## config.mk

```make
export PLATFORM = sky130hd
export DESIGN_NAME = fifo_rr_arbiter
export DESIGN_NICKNAME = d
export VERILOG_FILES = /design/src/rtl/fifo_rr_arbiter.sv
export SDC_FILE = /design/constraint.sdc
export NUM_CORES = 1
export LEC_CHECK = 0
export CORE_ASPECT_RATIO = 0.5
export CORE_MARGIN = 2
export CORE_UTILIZATION = 39
export DETAILED_ROUTE_END_ITERATION = 6
export PLACE_DENSITY = 0.76
export SYNTH_ARGS = -nofsm -noshare
export SYNTH_HDL_FRONTEND = slang
export SYNTH_SLANG_ARGS = --single-unit
```

## constraint.sdc

```tcl
create_clock -name clk -period 2.5 [get_ports clk]
set_input_delay 0.5 -clock clk [delete_from_list [all_inputs] [get_ports clk]]
set_output_delay 0.5 -clock clk [all_outputs]
set_load 0.005 [all_outputs]
```

## src/rtl/fifo_rr_arbiter.sv

```systemverilog
// ---------------------------------------------------------------------------
// fifo_rr_arbiter
//
// Two requesters share a single external FIFO. A combinational round-robin
// arbiter picks at most one requester per cycle and pushes its word into the
// FIFO. An output stage pops the FIFO into a registered output word and
// holds it until the consumer takes it.
//
// Ports
//   clk             single clock, all state updates on the rising edge
//   rst             synchronous active-high reset; also gates all strobes
//   req0 / data0    requester 0 push request and word
//   ack0            requester 0 word accepted this cycle (combinational)
//   req1 / data1    requester 1 push request and word
//   ack1            requester 1 word accepted this cycle (combinational)
//   fifo_push       push strobe to the shared FIFO
//   fifo_push_data  word written into the FIFO (data0 when nothing is pushed)
//   fifo_full       FIFO full flag
//   fifo_pop        pop strobe to the FIFO
//   fifo_pop_data   FIFO head word, valid while fifo_empty is low
//   fifo_empty      FIFO empty flag
//   out_valid       out_data holds a word
//   out_data        registered output word
//   out_ready       consumer takes out_data this cycle
//   cnt0 / cnt1     per-requester accepted-word counters, wrapping
// ---------------------------------------------------------------------------
module fifo_rr_arbiter #(
    parameter int DATA_W = 8,
    parameter int CNT_W  = 8
) (
    input  logic              clk,
    input  logic              rst,

    input  logic              req0,
    input  logic [DATA_W-1:0] data0,
    output logic              ack0,

    input  logic              req1,
    input  logic [DATA_W-1:0] data1,
    output logic              ack1,

    output logic              fifo_push,
    output logic [DATA_W-1:0] fifo_push_data,
    input  logic              fifo_full,

    output logic              fifo_pop,
    input  logic [DATA_W-1:0] fifo_pop_data,
    input  logic              fifo_empty,

    output logic              out_valid,
    output logic [DATA_W-1:0] out_data,
    input  logic              out_ready,

    output logic [CNT_W-1:0]  cnt0,
    output logic [CNT_W-1:0]  cnt1
);

    typedef enum logic {
        ST_EMPTY = 1'b0,
        ST_HOLD  = 1'b1
    } out_state_t;

    localparam logic [CNT_W-1:0] CNT_ONE = {{(CNT_W-1){1'b0}}, 1'b1};

    // Index of the requester that won the most recent accepted cycle.
    // Reset value 1 makes requester 0 the winner of the first contention.
    logic       last;
    logic       grant1;
    logic       accept;

    out_state_t state_q;
    out_state_t state_d;

    // Pick the winner: a lone requester always wins; on contention the
    // requester that did not win last time gets the slot. grant1 is only
    // meaningful when someone is requesting.
    always_comb begin
        grant1 = 1'b0;
        if (req0 && req1) begin
            grant1 = ~last;
        end else if (req1) begin
            grant1 = 1'b1;
        end
    end

    // A word is accepted whenever anyone requests and the FIFO has room.
    // Reset forces every strobe low so nothing leaks into the FIFO while
    // it is being cleared. A refused request simply stays pending on the
    // requester side.
    always_comb begin
        accept         = ~rst & (req0 | req1) & ~fifo_full;
        ack0           = accept & ~grant1;
        ack1           = accept & grant1;
        fifo_push      = accept;
        fifo_push_data = ack1 ? data1 : data0;
    end

    // Round-robin history only moves on an accepted cycle, so a stalled
    // contention keeps its priority order until the FIFO drains.
    always_ff @(posedge clk) begin
        if (rst) begin
            last <= 1'b1;
        end else if (accept) begin
            last <= grant1;
        end
    end

    // Per-requester accepted-word counters; they wrap naturally at 2^CNT_W.
    always_ff @(posedge clk) begin
        if (rst) begin
            cnt0 <= '0;
            cnt1 <= '0;
        end else begin
            if (ack0) begin
                cnt0 <= cnt0 + CNT_ONE;
            end
            if (ack1) begin
                cnt1 <= cnt1 + CNT_ONE;
            end
        end
    end

    // The output register can take a new word when it is empty or when the
    // consumer is taking the current one in this same cycle, which gives one
    // word per cycle with out_ready held high.
    always_comb begin
        out_valid = (state_q == ST_HOLD);
        fifo_pop  = ~rst & ~fifo_empty & (~out_valid | out_ready);
    end

    // Output stage next-state logic: any pop lands a word in the register;
    // a consumed word with nothing behind it empties the stage.
    always_comb begin
        state_d = state_q;
        case (state_q)
            ST_EMPTY: begin
                if (fifo_pop) begin
                    state_d = ST_HOLD;
                end
            end
            ST_HOLD: begin
                if (fifo_pop) begin
                    state_d = ST_HOLD;
                end else if (out_ready && fifo_empty) begin
                    state_d = ST_EMPTY;
                end
            end
            default: begin
                state_d = ST_EMPTY;
            end
        endcase
    end

    // Output stage state register.
    always_ff @(posedge clk) begin
        if (rst) begin
            state_q <= ST_EMPTY;
        end else begin
            state_q <= state_d;
        end
    end

    // Output word register. It only loads on a pop, so the last word stays
    // visible (but invalid) after the stage empties, and a stalled word is
    // held steady. Reset discards whatever word was in flight.
    always_ff @(posedge clk) begin
        if (rst) begin
            out_data <= '0;
        end else if (fifo_pop) begin
            out_data <= fifo_pop_data;
        end
    end

endmodule

```

-- Word-level counts from Yosys, hierarchy flattened
Cells that the tools add are included.
- flip-flop bits (word level): 26
- latch bits: 0
- memory bits (writable): 0
- ROM bits: 0
- input bits: 31
- output and inout bits: 37
- logic and storage cells: 30
- memories kept: 0
- add/sub/neg operators: 2
- multipliers: 0
- div/mod/pow operators: 0
- $lt $le $gt $ge: 0
- equal/unequal tests: 0
- shifts and indexed selects: 0
- multiplexer cells: 7
- bitwise operators: 14
- reductions and logical operators: 2
- operator list (operator ; count):
    8-bit by 1-bit adder with 8-bit output (second input constant) ; 2
    8-bit 2-to-1 mux ; 1
    1-bit AND ; 6
    1-bit inverter ; 6
    1-bit 2-to-1 mux ; 5
    1-bit logical AND ; 2
    1-bit bitwise OR ; 2
    1-bit one-hot mux with 2 select lines ; 1

-- Longest topological paths before layout
Gate-level depths: netlist of run 1.
- depth in word-level cells: 5
- gate-level depth with buffers: 5
- gate-level depth less buffers: 4

-- Least setup slack after synthesis of run 1
No wires, ideal clock.
- path kind: input-to-output
- start point: in rst
- end point: out fifo_push_data[0]
- arrival time: 1.564 ns
- data required time: 2.000 ns
- path slack: 0.436 ns
- cell stages on the path: 4
- buffers on the path: 1
- cells stage by stage: or3b_4 or2_4 buf_6 mux2_4
- cells in the longest elaborated chain, start to end: 5
- RTL lines (what ; line ; source):
    start: declaration ; 32 ; input logic rst,
    1-bit inverter ; 91 ; accept = ~rst & (req0 | req1) & ~fifo_full;
    1-bit AND (2 in series) ; 91 ;
    1-bit AND ; 93 ; ack1 = accept & grant1;
    8-bit 2-to-1 mux ; 95 ; fifo_push_data = ack1 ? data1 : data0;
    end: declaration ; 43 ; output logic [DATA_W-1:0] fifo_push_data,
Every way passes these cells.

-- Worst setup path in the final report of run 1
- start point: in rst
- end point: out fifo_push_data[4]
Same word-level chain as after synthesis.

==> results of run 1 <==
==> power by group through the flow <==
stage | Combinational [mW] | Clock (mW) | Sequential (mW)
floorplan | 0.0600 | 0 | 0.444
global placement | 0.173 | 0 | 0.444
detailed placement | 0.177 | 0 | 0.445
CTS | 0.176 | 0.356 | 0.435
global route | 0.190 | 0.371 | 0.437
finish | 0.175 | 0.347 | 0.435
==> cell families after synthesis <==
group | after synthesis | synth area share (%)
muxes | 14 | 13.2
AOI/OAI and AO/OA | 35 | 16.1
adders and majority gates | 2 | 1.82
and+or+nand+nor | 53 | 24.4
buffers and inverters | 22 | 6.72
DFF | 26 | 37.8
==> placed cells by master, fill, tap and decap left out, types with 3 or more instances in the layout <==
cell type	count
sky130_fd_sc_hd__a21oi_1	6
sky130_fd_sc_hd__buf_2	5
sky130_fd_sc_hd__buf_4	17
sky130_fd_sc_hd__buf_6	3
sky130_fd_sc_hd__clkbuf_8	3
sky130_fd_sc_hd__clkdlybuf4s50_1	54
sky130_fd_sc_hd__dfxtp_1	26
sky130_fd_sc_hd__dlygate4sd2_1	5
sky130_fd_sc_hd__inv_1	13
sky130_fd_sc_hd__mux2_2	5
sky130_fd_sc_hd__mux2_4	7
sky130_fd_sc_hd__nand2_1	7
sky130_fd_sc_hd__nand3_1	3
sky130_fd_sc_hd__nand4_1	4
sky130_fd_sc_hd__nor2_1	8
sky130_fd_sc_hd__nor2b_1	7
sky130_fd_sc_hd__nor3_1	3
sky130_fd_sc_hd__nor4_1	3
sky130_fd_sc_hd__o211ai_1	9
sky130_fd_sc_hd__o21ai_0	13
sky130_fd_sc_hd__o31ai_1	3
sky130_fd_sc_hd__or3_1	4
sky130_fd_sc_hd__or4_1	4
==> worst paths after layout <==
kind / from / to / cells after the start
hold reg to reg: cnt1[6]$_SDFFE_PP0P_ / cnt1[6]$_SDFFE_PP0P_ / 2
hold / removal: cnt1[6]$_SDFFE_PP0P_ / cnt1[6]$_SDFFE_PP0P_ / 2
setup reg to reg: cnt0[0]$_SDFFE_PP0P_ / cnt0[6]$_SDFFE_PP0P_ / 4
setup / recovery: rst / fifo_push_data[4] / 6
==> cell usage after synthesis <==
cell and instances:
sky130_fd_sc_hd__mux2i_1 2, sky130_fd_sc_hd__or4_1 4, sky130_fd_sc_hd__o31ai_1 3, sky130_fd_sc_hd__o211ai_1 9, sky130_fd_sc_hd__mux2_4 7, sky130_fd_sc_hd__a31o_2 1, sky130_fd_sc_hd__nor2b_1 7, sky130_fd_sc_hd__clkbuf_1 5
sky130_fd_sc_hd__nor3b_1 1, sky130_fd_sc_hd__nor3_1 3, sky130_fd_sc_hd__nor2_1 8, sky130_fd_sc_hd__nand2_1 7, sky130_fd_sc_hd__o21ai_0 13, sky130_fd_sc_hd__nand3_1 3, sky130_fd_sc_hd__or3b_4 1, sky130_fd_sc_hd__mux2_2 5
sky130_fd_sc_hd__nand4bb_4 1, sky130_fd_sc_hd__inv_1 13, sky130_fd_sc_hd__o311ai_0 2, sky130_fd_sc_hd__and2_0 1, sky130_fd_sc_hd__nand4_1 4, sky130_fd_sc_hd__a21bo_2 1, sky130_fd_sc_hd__buf_6 1, sky130_fd_sc_hd__or3b_1 2
sky130_fd_sc_hd__buf_2 2, sky130_fd_sc_hd__or2_2 1, sky130_fd_sc_hd__dfxtp_1 26, sky130_fd_sc_hd__nand4bb_1 2, sky130_fd_sc_hd__buf_1 1, sky130_fd_sc_hd__or2_4 1, sky130_fd_sc_hd__ha_1 2, sky130_fd_sc_hd__or3_1 4
sky130_fd_sc_hd__nor4_1 3, sky130_fd_sc_hd__a21oi_1 6
==> registers in the layout (all words and copies together) (netlist names) <==
signal / count
cnt0: 8
cnt1: 8
out_data: 8
last: 1
out_valid: 1
==> layer usage <==
metal / vias to the layer above / GRT usage [%]
met5: - / 0
met4: 0 / 3.33
met3: 2 / 4.35
met2: 32 / 33.3
met1: 658 / 22.8
li1: 719 / -
==> cell type report <==
class	instances	area [µm²]	area share [%]
Multi-Input combinational cell	105	773	34.1
Timing Repair Buffer	86	791	34.9
Sequential cell	26	520	22.9
Inverter	13	48.8	2.15
Clock inverter	1	30.0	1.32
Tap cell	51	63.8	2.81
Clock buffer	3	41.3	1.82
==> timing repair <==
action | CTS | global route
gates resized for setup | 34 | 3
pin swaps | 3 | 1
cloned | 1 | 0
endpoints found under the setup margin | 12 | 8
hold buffers | 0 | 0
setup buffers | 6 | 0
==> worst min-delay path, delay by kind of cell (launching register included) <==
kind / cells / cell delay, ns
flip-flops: 1 / 0.34
multiplexers: 1 / 0.05
AND/OR/NAND/NOR: 1 / 0.06
==> metrics.cfg, run 1 <==
[outcome]
status = completed

[pwr]
power_uw = 957
power.share.combinational_pct = 18.3
net-switching-power_uw = 203
internal_power_uw = 754
sw_frac_of_total_pct = 21.2
power.static_leakage_nw = 0.916
seqPwrFrac_pct = 45.4
ir_worst_vdd_uv = 233
power-per-cell-area_mw_per_mm2 = 422
clock_power_share_pct = 36.2

[die]
design.die.area_mm2 = 0.00405
initial_utilization_pct = 40.3
design.core.area_mm2 = 0.00342
row_count = 15
ioPinCount = 68
die_w_um = 88.1
die_height_um = 46.0

[global_routing]
remaining_overflow_grt = 0
pin_count_of_the_biggest_net_entering_global_routing = 23
grt_pass1_vias = 1253
grt_first_pass_wirelength_um = 5690
grt_usage_pct = 18.3
number_of_antenna_violations_at_the_first_check_in_global_routing = 0

[placed_design]
dp.final_hpwl_um = 2750
portBuffers = 67
post-place-cells = 274
gpl.final_weighted_congestion = 0.794
placement.setup.worst_slack_ns = -0.438
placed_cell_area_mm2 = 0.00217

[worst_setup_path]
setup.worst_path.end_class = output pin
rrSetupSlack_ns = 0.93
cell_by_cell_trace_of_the_critical_path = dlygate4sd2_1 -> or3b_4 -> or2_4 -> buf_4 -> mux2_4 -> buf_2
worst_ep_required_time_ns = 2.00
crit_arrival_ns = 1.96
worstPathBufferInverterCount = 3
critPathKind = in -> out
worstPathMaxFanout = 4
critical-path-max-stage-delay_ns = 0.40
crit_slowest_cell = sky130_fd_sc_hd__or3b_4
worst_path_dominant_cell_family = simple AND/OR/NAND/NOR gates
timing.critical_path.from_type = input pin

[cts]
ctsHtreeMaxLevel = 1
tritoncts.num_buffers = 3
worst_setup_hold_path_clk_slew_ns = 0.09
numClockSinks = 26
clock_tree_from_tritoncts = yes
clock_latency_ns = 0.27
clk_root_buffer_cell = sky130_fd_sc_hd__clkbuf_8
clock_path_buffers = 2

[logic_synthesis]
netlist_top_cells_area = sky130_fd_sc_hd__dfxtp_1 38%, sky130_fd_sc_hd__mux2_4 7.6%, sky130_fd_sc_hd__o211ai_1 4.9%
yosysWarningCount = 0
avg_inst_size_synth_um2 = 9.06
syn-num-nets = 185
yosys.area.top_type = sky130_fd_sc_hd__dfxtp_1
postSynthRegisterBits = 26
mappedNetlistArea_mm2 = 0.00138
synth_cell_types = 34
yosysSeqAreaShare_pct = 37.8
syn_inst = 152
fraction_of_post_synthesis_cell_area_in_the_top_cell_type_by_area_pct = 37.8

[cells_and_area]
final_cells = 285
fin_area_mm2 = 0.00227
fillerInstances = 278
fin_util_pct = 66.4
layout-area-overhead-vs-synth_pct = 64.7
final_nets = 268
fraction_of_layout_instances_using_a_drive_strength_above_1_pct = 20.5
antenna_cells_inserted = 0

[sta]
final_max_slew_viols = 0
final.setup.worst_slack_ns = 0.0386
final.setup_skew_ns = 0.00265
totalNegativeSetupSlack_ns = 0
post-route-period-util_pct = 98.5
final_period_minus_worst_setup_slack_ns = 2.46
rsz0062_at_grt = no
timing_worst_slew_pin_value_ns = 0.477
finalHoldWorstSlack_ns = 0.495
max-slew-margin-rel_pct = 68.2
setup-violations-final = 0
timing.final.hold_violations = 0
max_clock_freq_ghz = 0.406

[routing]
highest-signal-layer = met4
drt-initial-drc-count = 88
post-route-drc-count = 0
final_antenna_net_count = 0
wl_met1_um = 1650
drt_wl_total_um = 3680
drt_pass1_iterations = 4
wl_per_cell_um = 12.9
routed_via_density = 4.95
detailroute.via_count = 1411
wl_met3_um = 145
met2WireLength_um = 1870

[min_path]
hold_path_class = reg -> reg

[job]
max_cap_violations = 0

(Power assumes the default switching activity.)
==> run 2: changes to the inputs <==
Settings changed: CTS_BUF_LIST from default to sky130_fd_sc_hd__clkbuf_4 sky130_fd_sc_hd__clkbuf_8, GPL_ROUTABILITY_DRIVEN from default to 0.
==> results of run 2 <==
No change in the layout: final DEF, timing and power equal those of run 1.
==> run 3: changes to the inputs <==
Settings changed: ABC_CLOCK_PERIOD_IN_PS from default to 3100, SLEW_MARGIN from default to 0.
Clock period 2.5 ns to 3.1 ns, I/O delays scaled along.
==> run 3 against run 2 <==
Net effect: die area unchanged; sequential share of layout area grew 0.063 points; utilization is 0.18 points lower; routed wire length grew 2.0%; total power decreased by 19%; setup slack worse by 0.011 ns; register-to-register slack better by 0.59 ns; critical path type unchanged; critical endpoint is now fifo_push_data[2]; largest cell class unchanged.
==> metrics.cfg, run 3 (synthesis gave the netlist of run 1 again) <==
[outcome]
status = completed

[job]
max_cap_violations = 0

[cells_and_area]
antenna_cells_inserted = 0
fraction_of_layout_instances_using_a_drive_strength_above_1_pct = 16.9
final_nets = 265
biggestRegsByFlops = cnt0: 8 flops, cnt1: 8 flops, out_data: 8 flops
layout-area-overhead-vs-synth_pct = 64.2
most_common_library_cell_in_the_layout_ignoring_fill_and_taps = sky130_fd_sc_hd__clkdlybuf4s50_1
layout.cells.most_common_list = 59 x sky130_fd_sc_hd__clkdlybuf4s50_1, 26 x sky130_fd_sc_hd__dfxtp_1, 16 x sky130_fd_sc_hd__buf_4, 13 x sky130_fd_sc_hd__inv_1, 13 x sky130_fd_sc_hd__o21ai_0
fin_util_pct = 66.2
fin_area_mm2 = 0.00226
final_cells = 282

[sta]
final_max_slew_viols = 0
timing_worst_slew_pin_value_ns = 0.623
timing.final.hold_violations = 0
rsz0062_at_grt = no
final_period_minus_worst_setup_slack_ns = 3.07
setup-violations-final = 0
max-slew-margin-rel_pct = 58.4
final.setup_skew_ns = 0.00498
final.setup.worst_slack_ns = 0.0274
post-route-period-util_pct = 99.1
max_clock_freq_ghz = 0.325

[cts]
post_cts_hold_buffer_count = 0
clock_latency_ns = 0.27
numClockSinks = 26
clock_tree_from_tritoncts = yes
ctsHtreeMaxLevel = 1
worst_setup_hold_path_clk_slew_ns = 0.09
clk_root_buffer_cell = sky130_fd_sc_hd__clkbuf_8
clock_path_buffers = 2
tritoncts.num_buffers = 3

[worst_setup_path]
rrSetupSlack_ns = 1.52
crit-reg2reg-launch = cnt0[0]$_SDFFE_PP0P_
setup.worst_path.end_class = output pin
regToRegEndpoint = cnt0[6]$_SDFFE_PP0P_
r2r_cells = 4
worstPathMaxFanout = 4
critPathKind = in -> out
worst_ep_required_time_ns = 2.48
timing.critical_path.from_type = input pin
crit_arrival_ns = 2.45

[die]
initial_utilization_pct = 40.3
row_count = 15
design.core.area_mm2 = 0.00342
die_height_um = 46.0
ioPinCount = 68
die_w_um = 88.1
design.die.area_mm2 = 0.00405

[routing]
final_antenna_net_count = 0
wl_per_cell_um = 13.3
post-route-drc-count = 0
detailroute.via_count = 1412
routed_via_density = 5.01
drt-initial-drc-count = 68
drt_wl_total_um = 3760
drt_pass1_iterations = 4

[placed_design]
portBuffers = 67
placed_cell_area_mm2 = 0.00215
dp.final_hpwl_um = 2740
placement.setup.worst_slack_ns = -0.0685
post-place-cells = 272

[min_path]
timing.hold.worst_path_depth = 2
hold_path_class = reg -> reg
hold_path_end = cnt1[6]$_SDFFE_PP0P_
timing.hold.worst.start = cnt1[6]$_SDFFE_PP0P_

[pwr]
ir_worst_vdd_uv = 274
power-per-cell-area_mw_per_mm2 = 342
power_uw = 773
power.static_leakage_nw = 0.901

[global_routing]
grt_first_pass_wirelength_um = 5930
grt_usage_pct = 18.7
number_of_antenna_violations_at_the_first_check_in_global_routing = 0
grt_pass1_vias = 1319
remaining_overflow_grt = 0
pin_count_of_the_biggest_net_entering_global_routing = 23

==> run 3: power breakdown <==
| part | internal, mW | switching (mW) |
|---|---|---|
| Sequential | 0.344 | 0.00726 |
| Combinational | 0.0918 | 0.0488 |
| Clock | 0.173 | 0.109 |
==> run 3: layer usage <==
layer  track usage (%)  part of all wire (%)
met3              4.53                   6.1
met2              33.2                    51
met4              5.15                  0.45
met1              23.3                    42
met5                 0                     0
==> run 3: per-stage QoR <==
| stage | hold WS [ns] | setup TNS, ns |
|---|---|---|
| floorplan | 0.470 | 0 |
| global placement | 0.481 | -0.279 |
| detailed placement | 0.488 | -0.469 |
| CTS | 0.502 | 0 |
| global route | 0.550 | 0 |
| finish | 0.497 | 0 |
==> run 3: what timing repair did <==
item / 4_1_cts / 5_1_grt
cloned: 1 / 0
setup buffers: 4 / 1
resized for setup: 8 / 1
endpoints found under the setup margin: 8 / 4
pin swaps: 2 / 1
==> run 3: worst max-delay path by stage <==
stage,startpoint,to,slack [ns],cells past startpoint
after floorplan,rst,fifo_push_data[0],0.80,4
final,req1,fifo_push_data[2],0.03,6
after global routing,req1,fifo_push_data[0],0.002,6
after detailed placement,req1,fifo_push_data[2],-0.07,5
after global placement,req1,fifo_push_data[5],-0.04,5
after CTS,req1,fifo_push_data[2],0.001,6
==> run 3: layout make-up <==
cell class | count | area (µm²)
clock buffer | 3 | 41.3
timing repair buffer | 83 | 785
clock inverter | 1 | 30.0
fill | 290 | 1150
multi-input combinational | 105 | 773
sequential | 26 | 520
inverter | 13 | 48.8
tap | 51 | 63.8
==> run 3: worst max-delay path, cell delays in order <==
cell and delay (ns):
sky130_fd_sc_hd__clkdlybuf4s50_1 0.47, sky130_fd_sc_hd__or3b_4 0.39, sky130_fd_sc_hd__or2_4 0.27, sky130_fd_sc_hd__buf_4 0.15, sky130_fd_sc_hd__mux2_4 0.29, sky130_fd_sc_hd__dlygate4sd2_1 0.26
